$ cat src/rtl/glyph_row_reader.sv
// Read-side master for a 1-bit glyph ROM: walks GLYPH_H rows of GLYPH_W columns,
// packs each row MSB-first and presents it downstream one row at a time.
module glyph_row_reader #(
  parameter int GLYPH_W = 8,
  parameter int GLYPH_H = 16,
  parameter int ADDR_W  = 7,
  parameter int ROM_LAT = 1
) (
  input  logic               clock,
  input  logic               reset,
  input  logic               start,
  output logic               busy,
  output logic [ADDR_W-1:0]  rom_address,
  input  logic               rom_q,
  output logic [GLYPH_W-1:0] row_data,
  output logic [3:0]         row_index,
  output logic               row_valid,
  input  logic               row_ready,
  output logic               done,
  output logic [2:0]         state_o
);

  localparam int COL_W = $clog2(GLYPH_W);
  localparam int ROW_W = $clog2(GLYPH_H);

  typedef enum logic [2:0] {
    S_IDLE    = 3'd0,
    S_FETCH   = 3'd1,
    S_DRAIN   = 3'd2,
    S_PRESENT = 3'd3,
    S_DONE    = 3'd4
  } state_t;

  // Handshake: a row transfers on any posedge where row_valid and row_ready are
  // both high; row_data/row_index are held unchanged while row_valid waits.

  state_t               state_q;
  logic [ROW_W-1:0]     row_q;
  logic [COL_W-1:0]     col_q;
  logic [COL_W-1:0]     cap_cnt_q;
  logic [GLYPH_W-2:0]   shift_q;
  logic [ROM_LAT:0]     issue_pipe_q;
  logic                 busy_q;
  logic [ADDR_W-1:0]    rom_addr_q;
  logic [GLYPH_W-1:0]   row_data_q;
  logic [3:0]           row_index_q;
  logic                 row_valid_q;
  logic                 done_q;

  logic                 issue_d;
  logic [ADDR_W-1:0]    rom_addr_d;
  logic [ADDR_W-1:0]    next_base_d;
  logic                 capture;
  logic                 cap_last;
  logic                 col_last;
  logic                 row_last;
  logic                 accept;

  assign capture     = issue_pipe_q[ROM_LAT];
  assign cap_last    = (cap_cnt_q == COL_W'(GLYPH_W - 1));
  assign col_last    = (col_q == COL_W'(GLYPH_W - 1));
  assign row_last    = (row_q == ROW_W'(GLYPH_H - 1));
  assign accept      = row_valid_q & row_ready;
  assign next_base_d = ADDR_W'((int'(row_q) + 1) * GLYPH_W);

  // Address issue: each cycle that drives a fresh ROM address also tags the
  // capture pipeline so the matching rom_q bit is picked up ROM_LAT+1 edges later.
  always_comb begin
    issue_d    = 1'b0;
    rom_addr_d = rom_addr_q;
    case (state_q)
      S_IDLE: begin
        if (start) begin
          issue_d    = 1'b1;
          rom_addr_d = '0;
        end
      end
      S_FETCH: begin
        if (!col_last) begin
          issue_d    = 1'b1;
          rom_addr_d = rom_addr_q + ADDR_W'(1);
        end
      end
      S_PRESENT: begin
        if (accept && !row_last) begin
          issue_d    = 1'b1;
          rom_addr_d = next_base_d;
        end
      end
      default: begin
        issue_d    = 1'b0;
        rom_addr_d = rom_addr_q;
      end
    endcase
  end

  always_ff @(posedge clock or posedge reset) begin
    if (reset) begin
      state_q      <= S_IDLE;
      row_q        <= '0;
      col_q        <= '0;
      cap_cnt_q    <= '0;
      shift_q      <= '0;
      issue_pipe_q <= '0;
      busy_q       <= 1'b0;
      rom_addr_q   <= '0;
      row_data_q   <= '0;
      row_index_q  <= '0;
      row_valid_q  <= 1'b0;
      done_q       <= 1'b0;
    end else begin
      issue_pipe_q <= {issue_pipe_q[ROM_LAT-1:0], issue_d};
      rom_addr_q   <= rom_addr_d;
      done_q       <= 1'b0;

      // First captured column shifts toward the MSB as later columns arrive.
      if (capture) begin
        shift_q   <= {shift_q[GLYPH_W-3:0], rom_q};
        cap_cnt_q <= cap_last ? '0 : cap_cnt_q + COL_W'(1);
      end

      case (state_q)
        S_IDLE: begin
          if (start) begin
            busy_q  <= 1'b1;
            row_q   <= '0;
            col_q   <= '0;
            state_q <= S_FETCH;
          end
        end
        S_FETCH: begin
          if (col_last) begin
            state_q <= S_DRAIN;
          end else begin
            col_q <= col_q + COL_W'(1);
          end
        end
        S_DRAIN: begin
          if (capture && cap_last) begin
            row_data_q  <= {shift_q, rom_q};
            row_index_q <= 4'(row_q);
            row_valid_q <= 1'b1;
            state_q     <= S_PRESENT;
          end
        end
        S_PRESENT: begin
          if (accept) begin
            row_valid_q <= 1'b0;
            if (!row_last) begin
              row_q   <= row_q + ROW_W'(1);
              col_q   <= '0;
              state_q <= S_FETCH;
            end else begin
              done_q  <= 1'b1;
              state_q <= S_DONE;
            end
          end
        end
        S_DONE: begin
          busy_q  <= 1'b0;
          state_q <= S_IDLE;
        end
        default: begin
          state_q <= S_IDLE;
        end
      endcase
    end
  end

  assign busy        = busy_q;
  assign rom_address = rom_addr_q;
  assign row_data    = row_data_q;
  assign row_index   = row_index_q;
  assign row_valid   = row_valid_q;
  assign done        = done_q;
  assign state_o     = state_q;

endmodule

$ cat config.mk
export PLATFORM = sky130hd
export DESIGN_NAME = glyph_row_reader
export DESIGN_NICKNAME = d
export VERILOG_FILES = /design/src/rtl/glyph_row_reader.sv
export SDC_FILE = /design/constraint.sdc
export NUM_CORES = 1
export LEC_CHECK = 0
export BUFFER_PORTS_ARGS = -buffer_cell sky130_fd_sc_hd__buf_2
export CAP_MARGIN = 15
export CORE_MARGIN = 2
export CORE_UTILIZATION = 56
export DETAILED_ROUTE_END_ITERATION = 12
export PLACE_DENSITY_LB_ADDON = 0.08
export SLEW_MARGIN = 30
export SYNTH_ARGS = -nofsm -noshare
export SYNTH_HDL_FRONTEND = slang
export SYNTH_SLANG_ARGS = --single-unit
$ cat constraint.sdc
create_clock -name clock -period 2.1 [get_ports clock]
set_input_delay 0.42 -clock clock [delete_from_list [all_inputs] [get_ports clock]]
set_output_delay 0.42 -clock clock [all_outputs]
set_load 0.1 [all_outputs]
==> impl_metrics.json <==
{
  "grt_pass1_wl_um": 6470,
  "required_ns": 2.38,
  "syn_inst": 162,
  "numPortBuffers": 29,
  "antennaDiodeCount": 0,
  "drv_cap": 0,
  "ys_types": 40,
  "crit_slowest_cell": "o21ai_2",
  "io_pins": 30,
  "min_path_type": "input port to asynchronous set/reset pin",
  "routedWlPerCell_um": 14.9,
  "slew_violations": 0,
  "critPathCaptureType": "flip-flop",
  "yosysSeqAreaShare_pct": 54.9,
  "setup_viol": 0,
  "start_util_pct": 59.1,
  "insertion_delay_ns": 0.37,
  "dr.first_iter.drc_count": 64,
  "reg2reg_from": "row_q[0]",
  "worstPathCellList": "ha_1 > nand3_1 > and3_1 > o21ai_2 > mux2i_1",
  "hold_violations": 0,
  "path_max_fanout": 11,
  "grt_pass1_vias": 1352,
  "wl_um": 3630,
  "die_x_um": 63.8,
  "multi_input_area_um2": 835,
  "grt_max_degree": 45,
  "synth-seq-cells": 44,
  "netlist_area_um2": 2000,
  "seq_area_um2": 1110,
  "hold_buffers": 0,
  "nets": 207,
  "clk_pin_slew_ns": 0.14,
  "layout-drive-gt1-share_pct": 32.0,
  "relSlewSlack_pct": 63.8,
  "dr.pass1.iters": 4,
  "hpwlAfterDp_um": 2630,
  "fp-row-count": 21,
  "drc": 0,
  "fmax_ghz": 0.525,
  "tns_ns": 0,
  "ys_warn_count": 0,
  "tightestPinTransition_ns": 0.543,
  "area_growth_pct": 13.0,
  "ctsResizeCount": 0,
  "period_share_pct": 90.7,
  "via_per_inst": 5.54,
  "syn_avg_cell_area_um2": 12.4,
  "syn_nets": 173,
  "fin_worst_skew_ns": 0.0148,
  "startpoint": "row_q[0]",
  "cts_root_buf": "clkbuf_4",
  "status": "finished clean",
  "gp_congestion": 0.921,
  "slowest_delay_ns": 0.47,
  "num-fill-cells": 266,
  "clkSinkCount": 44,
  "worstSetupPathType": "flip-flop to flip-flop",
  "post_cts_buffers": 0,
  "vias": 1346,
  "cts_buffers": 5,
  "overflow": 0,
  "postRouteAntennaNets": 0,
  "core_um2": 3390,
  "crit_arrival_ns": 2.19,
  "clock_path_buffers": 2,
  "grt_usage_pct": 20.8,
  "final.min_clock_period_ns": 1.91,
  "antenna_found_initial": 0,
  "startpoint_type": "flip-flop",
  "htree_levels": 2,
  "dieArea_um2": 4070,
  "rsz0062_at_grt": "no",
  "die_h_um": 63.8,
  "cts_tree": "yes"
}
==> cells in the mapped netlist <==
cell type,instances,area share (%)
clkbuf_1,1,0.19
and2_1,1,0.31
o21ai_1,1,0.25
nand3_1,6,1.5
a311oi_2,1,0.75
or2_2,1,0.31
xor2_1,1,0.44
a221o_1,3,1.5
nor3b_2,1,0.62
a211o_1,2,0.87
nor2b_1,1,0.31
or2b_1,1,0.37
a211oi_1,1,0.37
a21oi_1,3,0.75
mux2i_1,3,1.5
nor3b_1,3,1.1
a2111o_1,1,0.56
o21ai_0,2,0.50
o22ai_1,1,0.31
mux2_2,11,6.2
mux2_1,10,5.6
ha_1,6,3.7
nand2b_1,1,0.31
o2bb2ai_1,1,0.44
and3_1,6,1.9
and3b_1,2,0.87
buf_2,1,0.25
nand2_1,7,1.3
o21ai_2,1,0.44
inv_1,8,1.5
buf_4,1,0.37
dfrtp_1,44,55
nor3_2,1,0.50
buf_6,2,1.1
nand4_1,1,0.31
nor3_1,5,1.2
mux4_1,1,1.3
nor2_1,11,2.1
a21o_1,7,2.6
xnor2_1,1,0.44
==> registers in the layout, summed over array words and instances, names as in the netlist <==
name	cells
row_q	4
row_valid	1
busy	1
row_index	4
state_o	3
rom_address	7
shift_q	7
issue_pipe_q	2
row_data	8
cap_cnt_q	3
done	1
col_q	3
==> cells in the final DEF (no fill, tap or decap), types with 2 or more instances in the layout <==
master      Yosys  routed
and3b_1         2       2
clkinvlp_4      0       2
a21o_1          7       7
mux2i_1         3       3
ha_1            6       6
o21ai_0         2       2
nor3b_1         3       3
nor3_1          5       5
buf_2           1      29
a21oi_1         3       3
nor2_1         11      11
and3_1          6       6
nand3_1         6       6
dfrtp_1        44      37
inv_1           8       8
a211o_1         2       2
dfrtp_2         0       7
nand2_1         7       7
clkbuf_4        0       5
buf_4           1       3
a221o_1         3       3
mux2_1         10      10
mux2_2         11      11
==> metrics by stage <==
stage	cells	setup slack (ns)	utilization, %	hold WS [ns]	area [um^2]
after floorplan	162	0.0228	-	0.331	2010
after global placement	235	0.331	64.9	0.336	2200
after detailed placement	235	0.236	64.9	0.348	2200
after CTS	243	0.205	66.9	0.177	2270
after global routing	243	0.00156	66.9	0.196	2270
final	243	0.195	66.9	0.165	2270
==> layer usage <==
metal | global-route usage (%) | wire (um)
met3 | 5.63 | 165
met1 | 26.2 | 1620
met4 | 9.51 | 99
met2 | 33.3 | 1740
met5 | 0 | 0
==> worst paths after layout <==
path | slack, ns | end | depth (start not counted)
max in group asynchronous | 1.54 | rom_address[1] | 3
worst max register to register | 0.19 | rom_address[1] | 5
worst max-delay path | 0.19 | rom_address[1] | 5
min in group clock | 0.28 | row_data[0] | 2
worst min-delay path | 0.16 | shift_q[4] | 3
worst min register to register | 0.38 | issue_pipe_q[1] | 0
==> critical path, delay by kind of cell, from the launching register on <==
kind	cells	cell delay, ns
simple gates	2	0.45
flops	1	0.42
compound gates	1	0.47
fa+ha+maj	1	0.24
mux	1	0.24
==> cell families (layout without fill, tap and decap cells) <==
| group | Yosys count | count (layout) | share of synthesized area, % |
|---|---|---|---|
| xor+xnor | 2 | 2 | 0.874 |
| compound gates | 24 | 24 | 9.36 |
| fa+ha+maj | 6 | 6 | 3.75 |
| mux | 25 | 25 | 14.6 |
| buf+inv | 13 | 48 | 3.43 |
| flops | 44 | 44 | 54.9 |
| simple gates | 48 | 48 | 13.0 |
==> final cells by class <==
class | instances | area share, %
Timing Repair Buffer | 32 | 7.40
Clock buffer | 6 | 2.26
Multi-Input combinational cell | 105 | 36.8
Clock inverter | 2 | 0.663
Tap cell | 46 | 2.54
Sequential cell | 44 | 49.0
Inverter | 8 | 1.33
Power is left out: the tool's default activity adds up to more than one toggle a clock period on the data nets, which glitch-free logic cannot reach.
